$ cat src/rtl/alu_seq_pkg.sv
// Shared definitions for the nibble-serial add/subtract unit.
// Latency: n/a (declarations only).
// Backpressure: n/a.
package alu_seq_pkg;

    localparam logic [2:0] OP_ADD = 3'b000;
    localparam logic [2:0] OP_ADC = 3'b001;
    localparam logic [2:0] OP_SUB = 3'b010;
    localparam logic [2:0] OP_SBC = 3'b011;
    localparam logic [2:0] OP_INC = 3'b100;
    localparam logic [2:0] OP_DEC = 3'b101;
    localparam logic [2:0] OP_CMP = 3'b110;
    localparam logic [2:0] OP_CLC = 3'b111;

    typedef enum logic [1:0] {
        ST_IDLE = 2'd0,
        ST_LO   = 2'd1,
        ST_HI   = 2'd2,
        ST_DONE = 2'd3
    } state_t;

    localparam int FLG_C = 0;
    localparam int FLG_Z = 1;
    localparam int FLG_N = 2;
    localparam int FLG_V = 3;
    localparam int FLG_H = 4;

endpackage

$ cat src/rtl/adder4.sv
// 4-bit ripple adder with carry in/out, shared by both nibble phases.
// Latency: combinational.
// Backpressure: none.
module adder4 (
    input  logic [3:0] a,
    input  logic [3:0] b,
    input  logic       cin,
    output logic [3:0] sum,
    output logic       cout
);

    // Plain nibble add; the carry-out is the fifth bit of the widened sum.
    always_comb begin
        {cout, sum} = {1'b0, a} + {1'b0, b} + {4'b0000, cin};
    end

endmodule

$ cat src/rtl/alu_add_sequencer.sv
// 8-bit add/sub over one shared 4-bit adder: low nibble phase, then high nibble phase.
// Latency: accept edge + 2 edges to result (CLC: accept + 1); one op per 4 cycles sustained.
// Backpressure: result held in DONE until res_ready; requests ignored outside IDLE.
module alu_add_sequencer
    import alu_seq_pkg::*;
(
    input  logic       clk,
    input  logic       rst,
    input  logic       req_valid,
    output logic       req_ready,
    input  logic [2:0] op,
    input  logic [7:0] a,
    input  logic [7:0] b,
    output logic       res_valid,
    input  logic       res_ready,
    output logic [7:0] result,
    output logic [4:0] flags
);

    state_t     state_q, state_d;
    logic [2:0] op_q;
    logic [7:0] a_q;
    logic [7:0] bp_q;
    logic       cin_q;
    logic [3:0] lo_sum_q;
    logic       nib_c_q;
    logic [7:0] result_q;
    logic [4:0] flags_q;

    logic [7:0] bp_sel;
    logic       cin_sel;
    logic [3:0] add_a, add_b, add_sum;
    logic       add_cin, add_cout;
    logic [7:0] full_sum;
    logic [4:0] arith_flags;
    logic [4:0] clc_flags;

    // State register.
    always_ff @(posedge clk) begin
        if (rst) state_q <= ST_IDLE;
        else     state_q <= state_d;
    end

    // Next-state: CLC skips the high phase and completes out of LO.
    always_comb begin
        state_d = state_q;
        case (state_q)
            ST_IDLE: if (req_valid) state_d = ST_LO;
            ST_LO:   state_d = (op_q == OP_CLC) ? ST_DONE : ST_HI;
            ST_HI:   state_d = ST_DONE;
            ST_DONE: if (res_ready) state_d = ST_IDLE;
            default: state_d = ST_IDLE;
        endcase
    end

    // Effective B operand and carry-in, chosen at acceptance using the committed C flag.
    always_comb begin
        bp_sel  = b;
        cin_sel = 1'b0;
        case (op)
            OP_ADD: begin bp_sel = b;     cin_sel = 1'b0;           end
            OP_ADC: begin bp_sel = b;     cin_sel = flags_q[FLG_C]; end
            OP_SUB: begin bp_sel = ~b;    cin_sel = 1'b1;           end
            OP_SBC: begin bp_sel = ~b;    cin_sel = flags_q[FLG_C]; end
            OP_INC: begin bp_sel = 8'h00; cin_sel = 1'b1;           end
            OP_DEC: begin bp_sel = 8'hFF; cin_sel = 1'b0;           end
            OP_CMP: begin bp_sel = ~b;    cin_sel = 1'b1;           end
            default: begin bp_sel = b;    cin_sel = 1'b0;           end
        endcase
    end

    // Adder input mux: high nibble plus registered nibble carry in HI, low nibble otherwise.
    always_comb begin
        add_a   = a_q[3:0];
        add_b   = bp_q[3:0];
        add_cin = cin_q;
        if (state_q == ST_HI) begin
            add_a   = a_q[7:4];
            add_b   = bp_q[7:4];
            add_cin = nib_c_q;
        end
    end

    adder4 u_adder4 (
        .a    (add_a),
        .b    (add_b),
        .cin  (add_cin),
        .sum  (add_sum),
        .cout (add_cout)
    );

    // Flags for the arithmetic completion (HI phase) and for CLC.
    always_comb begin
        full_sum               = {add_sum, lo_sum_q};
        arith_flags            = 5'b00000;
        arith_flags[FLG_C]     = add_cout;
        arith_flags[FLG_H]     = nib_c_q;
        arith_flags[FLG_Z]     = (full_sum == 8'h00);
        arith_flags[FLG_N]     = full_sum[7];
        arith_flags[FLG_V]     = (a_q[7] == bp_q[7]) && (full_sum[7] != a_q[7]);
        clc_flags              = 5'b00000;
        clc_flags[FLG_Z]       = (a_q == 8'h00);
        clc_flags[FLG_N]       = a_q[7];
    end

    // Datapath registers: operand capture, low-nibble result, architectural result/flags.
    always_ff @(posedge clk) begin
        if (rst) begin
            op_q     <= OP_ADD;
            a_q      <= 8'h00;
            bp_q     <= 8'h00;
            cin_q    <= 1'b0;
            lo_sum_q <= 4'h0;
            nib_c_q  <= 1'b0;
            result_q <= 8'h00;
            flags_q  <= 5'b00000;
        end else begin
            case (state_q)
                ST_IDLE: begin
                    if (req_valid) begin
                        op_q  <= op;
                        a_q   <= a;
                        bp_q  <= bp_sel;
                        cin_q <= cin_sel;
                    end
                end
                ST_LO: begin
                    if (op_q == OP_CLC) begin
                        result_q <= a_q;
                        flags_q  <= clc_flags;
                    end else begin
                        lo_sum_q <= add_sum;
                        nib_c_q  <= add_cout;
                    end
                end
                ST_HI: begin
                    result_q <= (op_q == OP_CMP) ? a_q : full_sum;
                    flags_q  <= arith_flags;
                end
                default: ;
            endcase
        end
    end

    assign req_ready = (state_q == ST_IDLE);
    assign res_valid = (state_q == ST_DONE);
    assign result    = result_q;
    assign flags     = flags_q;

endmodule

$ cat config.mk
export PLATFORM = sky130hd
export DESIGN_NAME = alu_add_sequencer
export DESIGN_NICKNAME = d
export VERILOG_FILES = /design/src/rtl/alu_seq_pkg.sv /design/src/rtl/adder4.sv /design/src/rtl/alu_add_sequencer.sv
export SDC_FILE = /design/constraint.sdc
export NUM_CORES = 1
export LEC_CHECK = 0
export CORE_MARGIN = 1
export CORE_UTILIZATION = 40
export CTS_CLUSTER_SIZE = 16
export DETAILED_ROUTE_END_ITERATION = 8
export PLACE_DENSITY_LB_ADDON = 0.2
export RECOVER_POWER = 100
export SETUP_SLACK_MARGIN = 0.5
export SYNTH_ARGS = -nofsm -noshare
export SYNTH_HDL_FRONTEND = slang
export SYNTH_HIERARCHICAL = 1
export SYNTH_SLANG_ARGS = --single-unit
$ cat constraint.sdc
create_clock -name clk -period 3.7 [get_ports clk]
set_input_delay 0.74 -clock clk [delete_from_list [all_inputs] [get_ports clk]]
set_output_delay 0.74 -clock clk [all_outputs]
set_load 0.1 [all_outputs]
==> impl_metrics.tcl <==
set metrics [dict create \
    leakagePower_nw 1.08 \
    ys.flop_type "dfxtp_1" \
    yosysSeqAreaShare_pct 35.3 \
    synthCells 272 \
    finalSetupViolCount 0 \
    grt_max_degree 41 \
    synth_warnings 6 \
    tritoncts "done" \
    antenna_found_initial 0 \
    ys_top_cells_by_area "dfxtp_1, nand2_1, nor2_1, mux2_2, a211oi_2" \
    r2r_end "flags[3]" \
    synthesis.area_um2 2270 \
    syn-num-nets 305 \
    clkLatencyLatePin_ps 290 \
    hold_viol 0 \
    yosysTopAreaCellShare_pct 35.3 \
    combPwrFrac_pct 57.2 \
    ys_types 36 \
    power_density_nw_per_um2 792 \
    final_core_util_pct 49.9 \
    drc 0 \
    r2r_slack_ps 600 \
    fin_ws_ps 599 \
    crit_type "register to register" \
    max_freq_ghz 0.322 \
    crit_path_frequent_cell "ha_1" \
    critical_path.max_fanout 9 \
    rows 27 \
    grt_pass1_wl_mm 8.22 \
    routed_wl_mm 4.65 \
    detail-route-antenna-nets 0 \
    rsz0062_at_grt "false" \
    ir_worst_vdd_uv 316 \
    yosysTopAreaCell "dfxtp_1" \
    p_sw_share_pct 47.8 \
    seq_power_share_pct 28.6 \
    numCtsBuffers 5 \
    syn_to_final_growth_pct 20.3 \
    cp.required_ps 3860 \
    ys_ff_latch 40 \
    finalCritPeriodShare_pct 83.8 \
    diodes 0 \
    cts.sinks 40 \
    cp-end-kind "register" \
    port_buffers 37 \
    clock-root-buffer "clkbuf_8" \
    hold_path.class "register to register" \
    min_path_cells 2 \
    worstPathCellList "inv_1 -> ha_1 -> clkbuf_1 -> mux2_1 -> ha_1 -> a21o_1 -> a21oi_1 -> xnor2_1 -> o22ai_1 -> a32oi_1 -> nor2_1" \
    hp-start "cin_q" \
    viasPerCell 4.96 \
    fin_crit_ps 3100 \
    setup_tns_ps 0 \
    synth-edff-count 0 \
    whs_endpoint "cin_q" \
    grt_use_total_pct 17.3 \
    worstRegToRegCells 11 \
    dp_hpwl_mm 3.39 \
    reg2reg_from "state_q[0]" \
    place_congestion 0.834 \
    die_w_um 77.3 \
    post-cts-setup-buffers 0 \
    grt_pass1_vias 1807 \
    slowest_stage "clkbuf_1" \
    async_flop_share_pct 0 \
    synth_common_cells "dfxtp_1, nand2_1, nor2_1" \
    switchingPower_w 0.00103 \
    drv_slew 0 \
    cts_buffer_depth 2 \
    detail_route.iter0.violations 108 \
    post_drt_wl_per_cell_um 12.5 \
    pre_cts_ws_ps 845 \
    worstMarginPinSlew_ps 1160 \
    synth_most_common_cell "dfxtp_1" \
    htreeDepth 2 \
    nets 334 \
    dieArea_um2 5980 \
    avgSynthCellArea_um2 8.35 \
    first_pass_iters 4 \
    io_pins 38 \
    slew_headroom_pct 23.0 \
    drv_cap 0 \
    clock_power_share_pct 14.2 \
    postCtsHoldBufs 0 \
    vias 1849 \
    fin_skew_ps 5.20 \
    die-height_um 77.3 \
    grt_overflow 0 \
    cp_slowest_stage_delay_ps 430 \
    core_um2 5470 \
    start_util_pct 41.5 \
    drive_gt1_share_pct 10.6 \
    status "complete, no violations" \
    ctsResizeCount 0 \
    clk_transition_reported_paths_ps 70 \
    cp-start-kind "register" \
    p_int_w 0.00113 \
    arrival_ps 3270 \
]
## placed cells by master (no fill, tap or decap), types with 2 or more instances in the layout
cell and count:
clkbuf_1 2, nor2_1 33, ha_1 8, xnor2_1 10, o22ai_1 10, clkbuf_8 7
o21ai_0 2, a211oi_1 4, dlygate4sd3_1 16, a21oi_1 19, inv_1 10, nand2b_1 3
mux2_2 7, a21o_1 2, nor3_1 18, nor4_1 3, nand3_1 6, mux2_1 2
nor2b_1 9, dfxtp_1 40, a211oi_2 6, or2_2 8, fa_1 2, a32oi_1 3
nand2_1 32, clkdlybuf4s50_1 20, mux2i_1 10
## flip-flops by register name (all words and copies together), names as in the netlist, 2 cells and up
signal / count
a_q: 8
bp_q: 8
flags: 5
lo_sum_q: 4
op_q: 3
result: 8
state_q: 2
## worst max path at each step
stage,start,endpoint,slack [ps],cells after the start
global route,state_q[0],flags[3],320,11
finish,state_q[0],flags[3],600,11
floorplan,state_q[0],flags[3],900,12
global placement,state_q[0],flags[3],930,11
CTS,state_q[0],flags[3],840,11
detailed placement,state_q[0],flags[3],850,11
## per-layer routing
layer / vias to the layer above / share of wire [%] / track usage (%)
met3: 4 / 2.8 / 4.24
met2: 34 / 46 / 29.1
met1: 818 / 49 / 21.0
met5: - / 0 / 0
met4: 0 / 1.6 / 7.17
li1: 993 / - / -
## layout make-up
cell class	count	area, µm²
multi-input cells	205	1330
fillers	576	2740
flip-flops and latches	40	801
well taps	72	90.1
repair buffers	39	375
clock buffers	7	96.3
inverters	10	37.5
## kinds of logic (layout without fill, tap and decap cells)
family	Yosys count	after routing	share of synthesized area (%)
buffers and inverters	27	56	5.23
xor gates and xnor gates	10	10	3.86
adders and majority gates	10	10	6.17
and+or+nand+nor	116	116	24.2
DFF	40	40	35.3
AOI/OAI and AO/OA	50	50	16.4
muxes	19	19	8.87
## worst max-delay path, delay by kind of cell (launching register included)
kind | cells | cell delay [ps]
adders and majority gates | 2 | 690
AOI/OAI and AO/OA | 4 | 670
buffers and inverters | 2 | 570
muxes | 1 | 410
DFF | 1 | 330
xor gates and xnor gates | 1 | 250
and+or+nand+nor | 1 | 50
## power by group through the flow
| stage | clock network (W) | registers, W | logic (W) |
|---|---|---|---|
| floorplan | 0 | 0.000824 | 0.000853 |
| global placement | 0 | 0.000632 | 0.00128 |
| finish | 0.000307 | 0.000618 | 0.00124 |
| global route | 0.000333 | 0.000636 | 0.00136 |
| detailed placement | 0 | 0.000630 | 0.00129 |
| CTS | 0.000316 | 0.000621 | 0.00129 |
## stage by stage
step,area (µm²),cells,hold WS [ps],power [W]
after CTS,2760,373,470,0.00223
after floorplan,2270,272,429,0.00168
after global placement,2660,366,459,0.00191
after detailed placement,2660,366,461,0.00192
final,2730,373,470,0.00216
after global routing,2730,373,501,0.00233
Power figures use the tool's default switching activity.
==> variant 1 (config.mk and constraints unchanged) <==
Make the reset (`rst`) asynchronous in 2 clocked blocks.
--- a/src/rtl/alu_add_sequencer.sv
+++ b/src/rtl/alu_add_sequencer.sv
@@ -37,5 +37,5 @@
 
     // State register.
-    always_ff @(posedge clk) begin
+    always_ff @(posedge clk or posedge rst) begin
         if (rst) state_q <= ST_IDLE;
         else     state_q <= state_d;
@@ -105,5 +105,5 @@
 
     // Datapath registers: operand capture, low-nibble result, architectural result/flags.
-    always_ff @(posedge clk) begin
+    always_ff @(posedge clk or posedge rst) begin
         if (rst) begin
             op_q     <= OP_ADD;
Check against the original RTL: differs if rst is asserted again (counterexample within 4 cycles, from zero or initial values and one cycle with rst high); with rst held inactive, the same outputs for 10 cycles.
==> variant 1 against the unedited design <==
The flow now finishes with violations (max-capacitance violations, max-slew violations). Sequential cell count unchanged. Design area up 0.55%. Setup slack better by 78 ps. Critical path depth unchanged. Routed wire length up 1.7%. Area after synthesis down 0.11%. Clock skew up 1.5 ps. Synthesized cell count down 15%. Die area down 0.10%. Critical path type unchanged. Critical endpoint is now flags[3].
Power is left out: the tool's default activity adds up to more than one toggle a clock period on the data nets, which glitch-free logic cannot reach.
==> variant 1: results (changes against the unedited design) <==
\begin{tabular}{lr}
\hline
Metric & Value \\
\hline
\multicolumn{2}{l}{\textbf{Logic synthesis}} \\
Dominant register cell in the synthesized netlist & sky130\_fd\_sc\_hd\_\_dfrtp\_1 \\
Share of the yosys chip area belonging to registers & 44.1\% (+8.9 points) \\
Count of different cell masters after synthesis & 37 (+2.8\%) \\
Post-synth top cells & 40 x sky130\_fd\_sc\_hd\_\_dfrtp\_1, 36 x sky130\_fd\_sc\_hd\_\_nand2\_1, 16 x sky130\_fd\_sc\_hd\_\_o21ai\_0 \\
Compound-Gate Fraction of Synth Area & 17.7\% (+1.2 points) \\
Async set or reset register ratio after synthesis & 100\% (+100 points) \\
Synth top area cells & sky130\_fd\_sc\_hd\_\_dfrtp\_1 44\%, sky130\_fd\_sc\_hd\_\_mux2\_2 7.4\%, sky130\_fd\_sc\_hd\_\_nand2\_1 6.0\%, sky130\_fd\_sc\_hd\_\_a31oi\_2 5.0\%, sky130\_fd\_sc\_hd\_\_ha\_1 4.4\% \\
Synth Net Count & 264 (-13\%) \\
Share of the synthesized netlist area taken by xor and xnor gates & 0.772\% (-3.1 points) \\
Multiplexer fraction of the synthesized cell area & 8.38\% (-0.49 points) \\
Adder-Cell Fraction of Synth Area & 6.18\% (+0.0068 points) \\
\multicolumn{2}{l}{\textbf{Job}} \\
Max-cap violations & 1 (+1) \\
\multicolumn{2}{l}{\textbf{Placement}} \\
Dpl hpwl & 3.49 mm (+3.1\%) \\
Routability congestion estimate from global placement & 0.784 (-6.0\%) \\
\multicolumn{2}{l}{\textbf{Min path}} \\
Number of cells traversed by the worst hold path & 1 (-1) \\
Hold Path Sink & flags[4] \\
Hold wc startpoint & flags[4] \\
\multicolumn{2}{l}{\textbf{Routing}} \\
Starting DRC count in detailed routing & 75 (-31\%) \\
Average wire per standard cell & 14.0 um (+12\%) \\
Count of vias placed by the detailed router & 1740 (-5.9\%) \\
\multicolumn{2}{l}{\textbf{Timing}} \\
Final-report max-slew violation count & 41 (+41) \\
Slew at the pin closest to its max-slew limit & 2080 ps (+916 ps) \\
\multicolumn{2}{l}{\textbf{Finish}} \\
NumNets Final & 299 (-10\%) \\
\multicolumn{2}{l}{\textbf{Setup path}} \\
Critical Path Fanout Max & 17 (+8) \\
Slowest cell on the critical path & sky130\_fd\_sc\_hd\_\_dfrtp\_1 \\
Capturing element of the worst setup path & flags[3] \\
Setup slack of the most critical reg-to-reg path & 680 ps (+80 ps) \\
Data arrival time of the critical path & 3260 ps (about the same) \\
\multicolumn{2}{l}{\textbf{Outcome}} \\
Outcome & finished with violations \\
Violations in the final reports & max-capacitance violations, max-slew violations \\
\multicolumn{2}{l}{\textbf{Global route}} \\
Wire length of the first global-routing pass & 8.02 mm (-2.4\%) \\
\hline
\end{tabular}
## variant 1: per-stage QoR
stage                     setup WS, ps  hold WS, ps  std cells
after global routing               324          521        339
final                              676          508        339
after floorplan                    935          477        231
after global placement             838          496        331
after detailed placement           716          501        331
after CTS                          700          518        339
## variant 1: final cells by class
class                      count  area [um^2]
clock buffer                   8         90.1
timing repair buffer          41          377
multi-input combinational    170         1160
sequential                    40         1000
inverter                       8         30.0
tap                           72         90.1
fill                         541         2730
## variant 1: cells by family (layout without fill, tap and decap cells)
family                     Yosys count  after routing
and+or+nand+nor                     88             88
AOI/OAI and AO/OA                   53             53
DFF                                 40             40
buffers and inverters               21             57
muxes                               17             17
adders and majority gates           10             10
xor gates and xnor gates             2              2
## variant 1: routing by layer
metal  up-vias  track usage [%]  part of all wire [%]
li1        895                -                     -
met1       802             21.2                    47
met2        37             30.0                    48
met3         6             3.93                   3.3
met4         0             6.23                   1.3
met5         -                0                     0
==> variant 2 (same flow settings) <==
Without the edit above. The 4 states of `state_t` get a Gray code encoding in 2 bits.
--- a/src/rtl/alu_seq_pkg.sv
+++ b/src/rtl/alu_seq_pkg.sv
@@ -14,8 +14,8 @@
 
     typedef enum logic [1:0] {
-        ST_IDLE = 2'd0,
-        ST_LO   = 2'd1,
-        ST_HI   = 2'd2,
-        ST_DONE = 2'd3
+        ST_IDLE = 2'b00,
+        ST_LO   = 2'b01,
+        ST_HI   = 2'b11,
+        ST_DONE = 2'b10
     } state_t;
 
Function: same outputs for any inputs over 10 cycles, from zero or initial values and one cycle with rst high; not proved beyond that.
==> variant 2 against the unedited design <==
The flow now finishes with violations (max-capacitance violations, max-slew violations). Final cell count fell by 4.3%. Worst hold slack got worse by 4.5 ps. Routed wire length fell by 8.6%. Synthesized cell count fell by 4.0%. First-iteration DRC count fell by 18%. Sequential cell count did not move. Global-route usage fell by 0.26 points. Setup slack improved by 60 ps. Area after synthesis fell by 7.5%. Die area fell by 7.3%. Design area fell by 7.6%. Largest cell class unchanged. Highest routed layer unchanged.
Power is not compared: it rests on default switching activity, and its combinational part moved more than twofold at a synthesized area within 25%.
==> variant 2: results (changes against the unedited design) <==
\begin{tabular}{lr}
\hline
Metric & Value \\
\hline
\multicolumn{2}{l}{\textbf{Logic synthesis}} \\
Share of the yosys chip area belonging to registers & 38.1\% (+2.9 points) \\
Synth Net Count & 289 (-5.2\%) \\
Post-synth top cells & 43 x sky130\_fd\_sc\_hd\_\_nor2\_1, 40 x sky130\_fd\_sc\_hd\_\_dfxtp\_1, 32 x sky130\_fd\_sc\_hd\_\_nand2\_1 \\
Post-synthesis average cell area & 8.04 um\^{}2 (-3.7\%) \\
\multicolumn{2}{l}{\textbf{Setup path}} \\
Critical Path Fanout Max & 13 (+4) \\
Data arrival time of the critical path & 3160 ps (-110 ps) \\
Kind of cell adding the most delay to the critical path & compound AO/OA/AOI/OAI gates \\
Slowest cell on the critical path & sky130\_fd\_sc\_hd\_\_dfxtp\_1 \\
\multicolumn{2}{l}{\textbf{Finish}} \\
Fraction of area in multi-input gates & 45.3\% (-3.4 points) \\
NumNets Final & 315 (-5.7\%) \\
Non-clk bufs & 38 (-2.6\%) \\
Logic inverters & 14 (+4) \\
Clock buffers & 6 (-1) \\
Comb\_multi\_in & 188 (-8.3\%) \\
Count of sequential standard cells & 40 (unchanged) \\
\multicolumn{2}{l}{\textbf{Outcome}} \\
Violations in the final reports & max-capacitance violations, max-slew violations \\
Outcome & finished with violations \\
\multicolumn{2}{l}{\textbf{Job}} \\
Max-cap violations & 1 (+1) \\
\multicolumn{2}{l}{\textbf{Routing}} \\
Wire length on met2 & 1.95 mm (-9.1\%) \\
Per-cell via count in the routed design & 5.01 (+1.1\%) \\
Metal-1 WL & 2.10 mm (-8.5\%) \\
\multicolumn{2}{l}{\textbf{Placement}} \\
DP Cell Count & 350 (-4.4\%) \\
Worst slack, placed & 760 ps (-85.6 ps) \\
\multicolumn{2}{l}{\textbf{Global route}} \\
Met2 Usage GRT & 27.9\% (-1.2 points) \\
Total GRT Usage & 17.0\% (-0.26 points) \\
Wire length of the first global-routing pass & 7.24 mm (-12\%) \\
Global-route track usage on met3 & 4.47\% (+0.24 points) \\
\multicolumn{2}{l}{\textbf{Timing}} \\
Final-report max-slew violation count & 41 (+41) \\
\hline
\end{tabular}
[variant 2: metrics by stage]
| step | cell area (um^2) | hold WS (ps) | power (uW) |
|---|---|---|---|
| final | 2520 | 466 | 1020 |
| after global routing | 2520 | 489 | 1080 |
| after CTS | 2540 | 472 | 1030 |
| after detailed placement | 2460 | 461 | 770 |
| after global placement | 2460 | 443 | 767 |
| after floorplan | 2100 | 432 | 703 |
[variant 2: worst paths after layout]
check | start | slack [ps] | cells past startpoint | to
hold / removal | cin_q | 470 | 2 | cin_q
hold reg to reg | cin_q | 470 | 2 | cin_q
setup / recovery | state_q[1] | 660 | 9 | flags[3]
setup reg to reg | state_q[1] | 660 | 9 | flags[3]
[variant 2: cell families (layout without fill, tap and decap cells)]
logic type	Yosys count	count (layout)	synth area share [%]
xor gates and xnor gates	10	10	4.17
and+or+nand+nor	108	108	23.0
AOI/OAI and AO/OA	44	44	13.3
DFF	40	40	38.1
adders and majority gates	5	5	3.70
buffers and inverters	33	59	7.21
muxes	21	21	10.5
